### config.mk
export PLATFORM = sky130hd
export DESIGN_NAME = data_mem_arbiter
export DESIGN_NICKNAME = d
export VERILOG_FILES = /design/src/rtl/data_mem_pkg.sv /design/src/rtl/data_mem_arbiter_rr.sv /design/src/rtl/data_mem_arbiter.sv
export SDC_FILE = /design/constraint.sdc
export NUM_CORES = 1
export LEC_CHECK = 0
export BUFFER_PORTS_ARGS = -buffer_cell sky130_fd_sc_hd__buf_2
export CORE_AREA = 2 2 260 262
export CTS_CLUSTER_DIAMETER = 120
export DETAILED_ROUTE_END_ITERATION = 8
export DIE_AREA = 0 0 262 264
export GPL_TIMING_DRIVEN = 0
export HOLD_SLACK_MARGIN = 0.1
export PLACE_DENSITY_LB_ADDON = 0.05
export RECOVER_POWER = 25
export SLEW_MARGIN = 0
export SYNTH_ARGS = -nofsm -noshare
export SYNTH_HDL_FRONTEND = slang
export SYNTH_SLANG_ARGS = --single-unit
### constraint.sdc
create_clock -name clk -period 4.4 [get_ports clk]
set_clock_uncertainty 0.2 [all_clocks]
set_input_delay 0 -clock clk [delete_from_list [all_inputs] [get_ports clk]]
set_output_delay 0 -clock clk [all_outputs]
set_load 0.01 [all_outputs]
### src/rtl/data_mem_pkg.sv
// Shared types and constants for the data-memory arbiter and its BRAM port.
// The response tag carries a granted request through the 2-stage response pipeline.
package data_mem_pkg;

  localparam int ADDR_W       = 32;
  localparam int DATA_W       = 64;
  localparam int WORD_BYTES   = 8;
  localparam int WORD_IDX_LSB = 3;
  localparam int WORD_IDX_MSB = 11;
  localparam int MEM_BYTES    = 4096;
  localparam int ID_W         = 3;   // wide enough for up to 8 requesters

  typedef struct packed {
    logic            valid;
    logic [ID_W-1:0] id;
    logic            is_load;
    logic            err;
  } resp_tag_t;

  function automatic logic is_misaligned(input logic [ADDR_W-1:0] addr);
    return addr[WORD_IDX_LSB-1:0] != '0;
  endfunction

endpackage

### src/rtl/data_mem_arbiter_rr.sv
// Generic N-way round-robin arbiter: grants the first requester at or above ptr
// (modulo N); ptr moves just past the winner when the update enable is high.
module rr_arbiter #(
  parameter  int N     = 4,
  localparam int IDX_W = $clog2(N)
) (
  input  logic             clk,
  input  logic             rst,
  input  logic [N-1:0]     req_i,
  input  logic             upd_en_i,
  output logic [N-1:0]     grant_o,
  output logic [IDX_W-1:0] grant_idx_o,
  output logic             grant_any_o
);

  logic [IDX_W-1:0] ptr_q, ptr_d;
  logic [IDX_W:0]   cand;

  always_comb begin
    grant_any_o = 1'b0;
    grant_idx_o = '0;
    cand        = '0;
    for (int i = 0; i < N; i++) begin
      // one spare bit so the sum never overflows before the modulo fold
      cand = {1'b0, ptr_q} + (IDX_W+1)'(i);
      if (cand >= (IDX_W+1)'(N)) cand = cand - (IDX_W+1)'(N);
      if (!grant_any_o && req_i[cand[IDX_W-1:0]]) begin
        grant_any_o = 1'b1;
        grant_idx_o = cand[IDX_W-1:0];
      end
    end
    grant_o = grant_any_o ? (N'(1) << grant_idx_o) : '0;
  end

  always_comb begin
    ptr_d = ptr_q;
    if (upd_en_i && grant_any_o)
      ptr_d = (grant_idx_o == IDX_W'(N-1)) ? '0 : grant_idx_o + IDX_W'(1);
  end

  always_ff @(posedge clk) begin
    if (rst) ptr_q <= '0;
    else     ptr_q <= ptr_d;
  end

endmodule

### src/rtl/data_mem_arbiter.sv
// Shares one 64-bit BRAM (load + store port, 1-cycle read) among NUM_REQ requesters;
// checks alignment/range and returns tagged responses exactly two cycles after grant.
module data_mem_arbiter
  import data_mem_pkg::*;
#(
  parameter int NUM_REQ    = 4,
  parameter int ADDR_LIMIT = MEM_BYTES
) (
  input  logic                      clk,
  input  logic                      rst,
  input  logic [NUM_REQ-1:0]        req_valid,
  input  logic [NUM_REQ-1:0]        req_we,
  input  logic [NUM_REQ*ADDR_W-1:0] req_addr,
  input  logic [NUM_REQ*DATA_W-1:0] req_wdata,
  output logic [NUM_REQ-1:0]        req_ready,
  output logic [NUM_REQ-1:0]        resp_valid,
  output logic                      resp_err,
  output logic [DATA_W-1:0]         resp_data,
  output logic                      mem_ld_en,
  output logic [ADDR_W-1:0]         mem_ld_addr,
  input  logic [DATA_W-1:0]         mem_ld_data,
  output logic                      mem_st_en,
  output logic [ADDR_W-1:0]         mem_st_addr,
  output logic [DATA_W-1:0]         mem_st_data
);

  localparam int IDX_W = $clog2(NUM_REQ);

  logic [NUM_REQ-1:0] grant;
  logic [IDX_W-1:0]   grant_idx;
  logic               grant_any;

  // masking requests under reset keeps ready, the BRAM ports and ptr quiet
  rr_arbiter #(.N(NUM_REQ)) u_arb (
    .clk         (clk),
    .rst         (rst),
    .req_i       (req_valid & {NUM_REQ{~rst}}),
    .upd_en_i    (~rst),
    .grant_o     (grant),
    .grant_idx_o (grant_idx),
    .grant_any_o (grant_any)
  );

  assign req_ready = grant;

  logic [ADDR_W-1:0] sel_addr;
  logic [DATA_W-1:0] sel_wdata;
  logic              sel_we;
  logic              req_err;
  logic              acc_ok;

  assign sel_addr  = req_addr[int'(grant_idx)*ADDR_W +: ADDR_W];
  assign sel_wdata = req_wdata[int'(grant_idx)*DATA_W +: DATA_W];
  assign sel_we    = req_we[grant_idx];
  assign req_err   = is_misaligned(sel_addr) || (sel_addr >= ADDR_W'(ADDR_LIMIT));
  assign acc_ok    = grant_any && !req_err;

  always_comb begin
    mem_ld_en   = 1'b0;
    mem_ld_addr = '0;
    mem_st_en   = 1'b0;
    mem_st_addr = '0;
    mem_st_data = '0;
    if (acc_ok && !sel_we) begin
      mem_ld_en   = 1'b1;
      mem_ld_addr = sel_addr;
    end
    if (acc_ok && sel_we) begin
      mem_st_en   = 1'b1;
      mem_st_addr = sel_addr;
      mem_st_data = sel_wdata;
    end
  end

  resp_tag_t          s1_q, s1_d;
  logic [NUM_REQ-1:0] resp_valid_q, resp_valid_d;
  logic               resp_err_q, resp_err_d;
  logic [DATA_W-1:0]  resp_data_q, resp_data_d;

  always_comb begin
    s1_d = '0;
    if (grant_any) begin
      s1_d.valid   = 1'b1;
      s1_d.id      = ID_W'(grant_idx);
      s1_d.is_load = !sel_we;
      s1_d.err     = req_err;
    end
    resp_valid_d = s1_q.valid ? (NUM_REQ'(1) << s1_q.id) : '0;
    resp_err_d   = s1_q.valid && s1_q.err;
    // BRAM read data lands during the cycle after the grant, aligned with stage 1
    resp_data_d  = (s1_q.valid && s1_q.is_load && !s1_q.err) ? mem_ld_data : '0;
  end

  always_ff @(posedge clk) begin
    if (rst) begin
      s1_q         <= '0;
      resp_valid_q <= '0;
      resp_err_q   <= 1'b0;
      resp_data_q  <= '0;
    end else begin
      s1_q         <= s1_d;
      resp_valid_q <= resp_valid_d;
      resp_err_q   <= resp_err_d;
      resp_data_q  <= resp_data_d;
    end
  end

  // responses read as idle for the whole time reset is held
  assign resp_valid = resp_valid_q & {NUM_REQ{~rst}};
  assign resp_err   = resp_err_q & ~rst;
  assign resp_data  = resp_data_q & {DATA_W{~rst}};

endmodule

==> flow_summary_export.csv <==
group,metric,value,unit
clocking,cts-root-buf,"clkbuf_16",
timing,finalCritPeriodShare,92.9,%
global_route,grt_use_met1,13.6,%
power,switching_power,641,uW
critical_path,crit_fanout,10,
clocking,cts_made_buffers,9,
hold_path,min_from,"req_valid[2]",
power,powerDensity,198,nW/um2
finish,area_growth_syn_to_layout,94.1,%
logic_synthesis,ys_types,36,
timing,max_freq,245,MHz
power,vdd_drop_max,0.000136,V
critical_path,reg2reg_to,"u_arb.ptr_q[1]",
floorplan,die_y,264,um
place,placed_area,10100,um2
logic_synthesis,synth_seq_cells,76,
logic_synthesis,syn_area,5720,um2
floorplan,rows,95,
logic_synthesis,yosysMostFrequentCell,"and2_1",
global_route,use_met2,25.3,%
floorplan,coreArea,66600,um2
global_route,grt_antenna_before_repair,44,
detailed_routing,postRouteAntennaNets,1,
finish,multi_input_area,3820,um2
detailed_routing,drt_iter0_drc,260,
timing,rsz0062_at_grt,"false",
global_route,grtUsageMet3,4.04,%
clocking,clkSlewWorstSetupHoldPaths,60,ps
clocking,clkSinkCount,76,
place,io_buffers,613,
global_route,grt_pass1_wl,61800,um
place,place_hpwl,42300,um
hold_path,min_to,"s1_q[5]",
global_route,track_usage,13.1,%
floorplan,die_w,262,um
logic_synthesis,synth_top_cell_by_area,"mux4_2",
timing,tightest_slew,1480,ps
global_route,grt_max_degree,14,
floorplan,ioPinCount,661,
clocking,cts_tree,"done",
outcome,violations,"antenna violations, max-capacitance violations",
timing,slew_headroom,0.833,%
critical_path,crit_required,4200,ps
clocking,clockBufferDepth,2,
floorplan,dieArea,69200,um2
detailed_routing,vias,7208,
detailed_routing,viasPerCell,3.29,
detailed_routing,drtPass1Iterations,4,
floorplan,initial_core_util,8.60,%
outcome,outcome,"finished with violations",
power,pwr-share-seq,32.3,%
logic_synthesis,ys_top_cells_by_count,"and2_1 (152), dfxtp_1 (76), mux4_2 (73), nor2b_1 (72), buf_4 (47)",
hold_path,min_path_cells,3,
detailed_routing,wl_per_cell,21.5,um
hold_path,hp-class,"in2reg",
logic_synthesis,ys.flop_type,"dfxtp_1",
finish,seqCellArea,1520,um2
logic_synthesis,postSynthCellCount,553,
detailed_routing,remaining_drc_errors,0,
logic_synthesis,ys_async_sr_fraction,0,%
critical_path,criticalPathCategory,"reg2out",
timing,maxSlewViolCount,0,
finish,final_util,16.7,%
logic_synthesis,yosysWarningCount,0,
logic_synthesis,synthTopCellsByArea,"mux4_2 (29%), dfxtp_1 (27%), and2_1 (17%), nor2b_1 (7.9%), buf_4 (6.2%)",
timing,finalHoldViolCount,0,
critical_path,regToRegSetupSlack,1100,ps
power,clockPowerShare,35.0,%
place,gp_congestion,0.892,
global_route,globalRouteOverflowTotal,0,
finish,design_area,11100,um2
place,dp.cells,2084,
critical_path,r2r-start,"u_arb.ptr_q[0]",
finish,drive_above_1_share,59.1,%
global_route,busiest_layer,"met2",
clocking,htree_levels,3,
timing,setup_viol,0,
global_route,grt_pass1_vias,7647,
power,p_int,1.56,mW
critical_path,start_kind,"flip-flop",
logic_synthesis,yosysTopAreaCellShare,28.7,%
critical_path,arrival,3890,ps
clocking,clk_latency,350,ps
logic_synthesis,synth.avg_cell_area,10.3,um2
timing,min_period,4090,ps
finish,layoutNonFillerInstCount,2190,
power,switching_share,29.1,%
logic_synthesis,yosysSeqAreaShare,26.6,%
detailed_routing,routed_wl,47200,um
finish,finalNetCount,1756,
power,pwr-share-comb,32.7,%
logic_synthesis,synth_edf_count,0,
finish,fillers,7721,
critical_path,reg2reg_depth,8,
power,p_leak,5.53,nW
flow_run,max-cap-violations,1,
critical_path,cp-end-kind,"output pin",
timing,tns,0,ps
==> state kept, by name, summed over array words and instances (netlist names) <==
name and count:
u_arb.ptr_q 2, resp_valid_q 4, resp_data_q 64, resp_err_q 1, s1_q 5
==> layer usage <==
metal	vias up	wire, um
met4	28	799
met1	3366	16500
met5	-	169
met2	368	25700
li1	3361	-
met3	85	3950
==> stage by stage <==
stage | setup slack, ps | hold WS (ps) | power, mW
6_report | 311 | 93.1 | 2.20
5_1_grt | 83.7 | 175 | 2.33
4_1_cts | 104 | 137 | 2.27
3_5_place_dp | -177 | 2.77 | 1.41
3_3_place_gp | -84.6 | 0.476 | 1.41
2_1_floorplan | 1220 | -78.3 | 1.07
==> logic make-up after synthesis <==
kind of cell | count (synthesis) | synth area share [%]
AO/OA/AOI/OAI | 15 | 2.14
adder cells (fa/ha/maj) | 4 | 0.875
buffers and inverters | 93 | 9.62
flip-flops | 76 | 26.6
multiplexers | 75 | 29.4
other | 1 | 0.0655
AND/OR/NAND/NOR | 289 | 31.4
==> critical path, stage by stage (launching register included) <==
cell and delay [ps]:
dfxtp_1 380, and3b_1 220, or3_4 400, a2111oi_4 290, buf_4 190, buf_4 150
mux4_1 590, and2_1 180, buf_4 170, and3_1 240, buf_6 170, clkbuf_2 210
and2_1 180, buf_2 150
==> timing repair <==
item,in CTS,in global routing
pin swaps,1,0
gates resized for setup,0,1
hold endpoints to repair,67,0
setup endpoints to repair,82,2
cloned,0,0
setup buffers,3,0
hold buffers,70,0
==> power groups by stage <==
stage                     clock (mW)  sequential [mW]  combinational (mW)
after floorplan                    0            0.724               0.347
after global placement             0            0.727               0.679
after detailed placement           0            0.727               0.679
after CTS                      0.824            0.711               0.740
after global routing           0.834            0.713               0.787
final                          0.770            0.711               0.720
==> cell usage in the layout, fill, tap and decap left out, drive strengths merged, types with 9 or more instances in the layout <==
master	Yosys	final
dlygate4sd3	0	70
nor4	16	16
dfxtp	76	76
and3	12	12
buf	58	673
and2	152	152
nor2	10	10
or4	9	9
mux4	74	74
diode	0	18
conb	1	46
clkbuf	31	41
nor2b	72	72
==> cell type report <==
cell class              count  share of cell area [%]
inverters                   4                   0.135
diodes                     18                   0.405
clock buffers              10                    2.06
well taps                 873                    9.83
flip-flops and latches     76                    13.7
multi-input cells         429                    34.4
repair buffers            686                    34.1
clock inverters             6                   0.586
plain buffers              88                    4.79
==> worst max-delay path by stage <==
stage	startpoint	end	slack [ps]	cells past startpoint
floorplan	u_arb.ptr_q[0]	mem_st_data[10]	1220	10
CTS	u_arb.ptr_q[0]	mem_st_data[5]	100	11
detailed placement	u_arb.ptr_q[0]	mem_st_data[5]	-180	11
finish	u_arb.ptr_q[0]	mem_st_data[8]	310	13
global route	u_arb.ptr_q[0]	mem_st_data[5]	80	13
global placement	u_arb.ptr_q[0]	mem_st_data[8]	-80	11
Power figures use the tool's default switching activity.
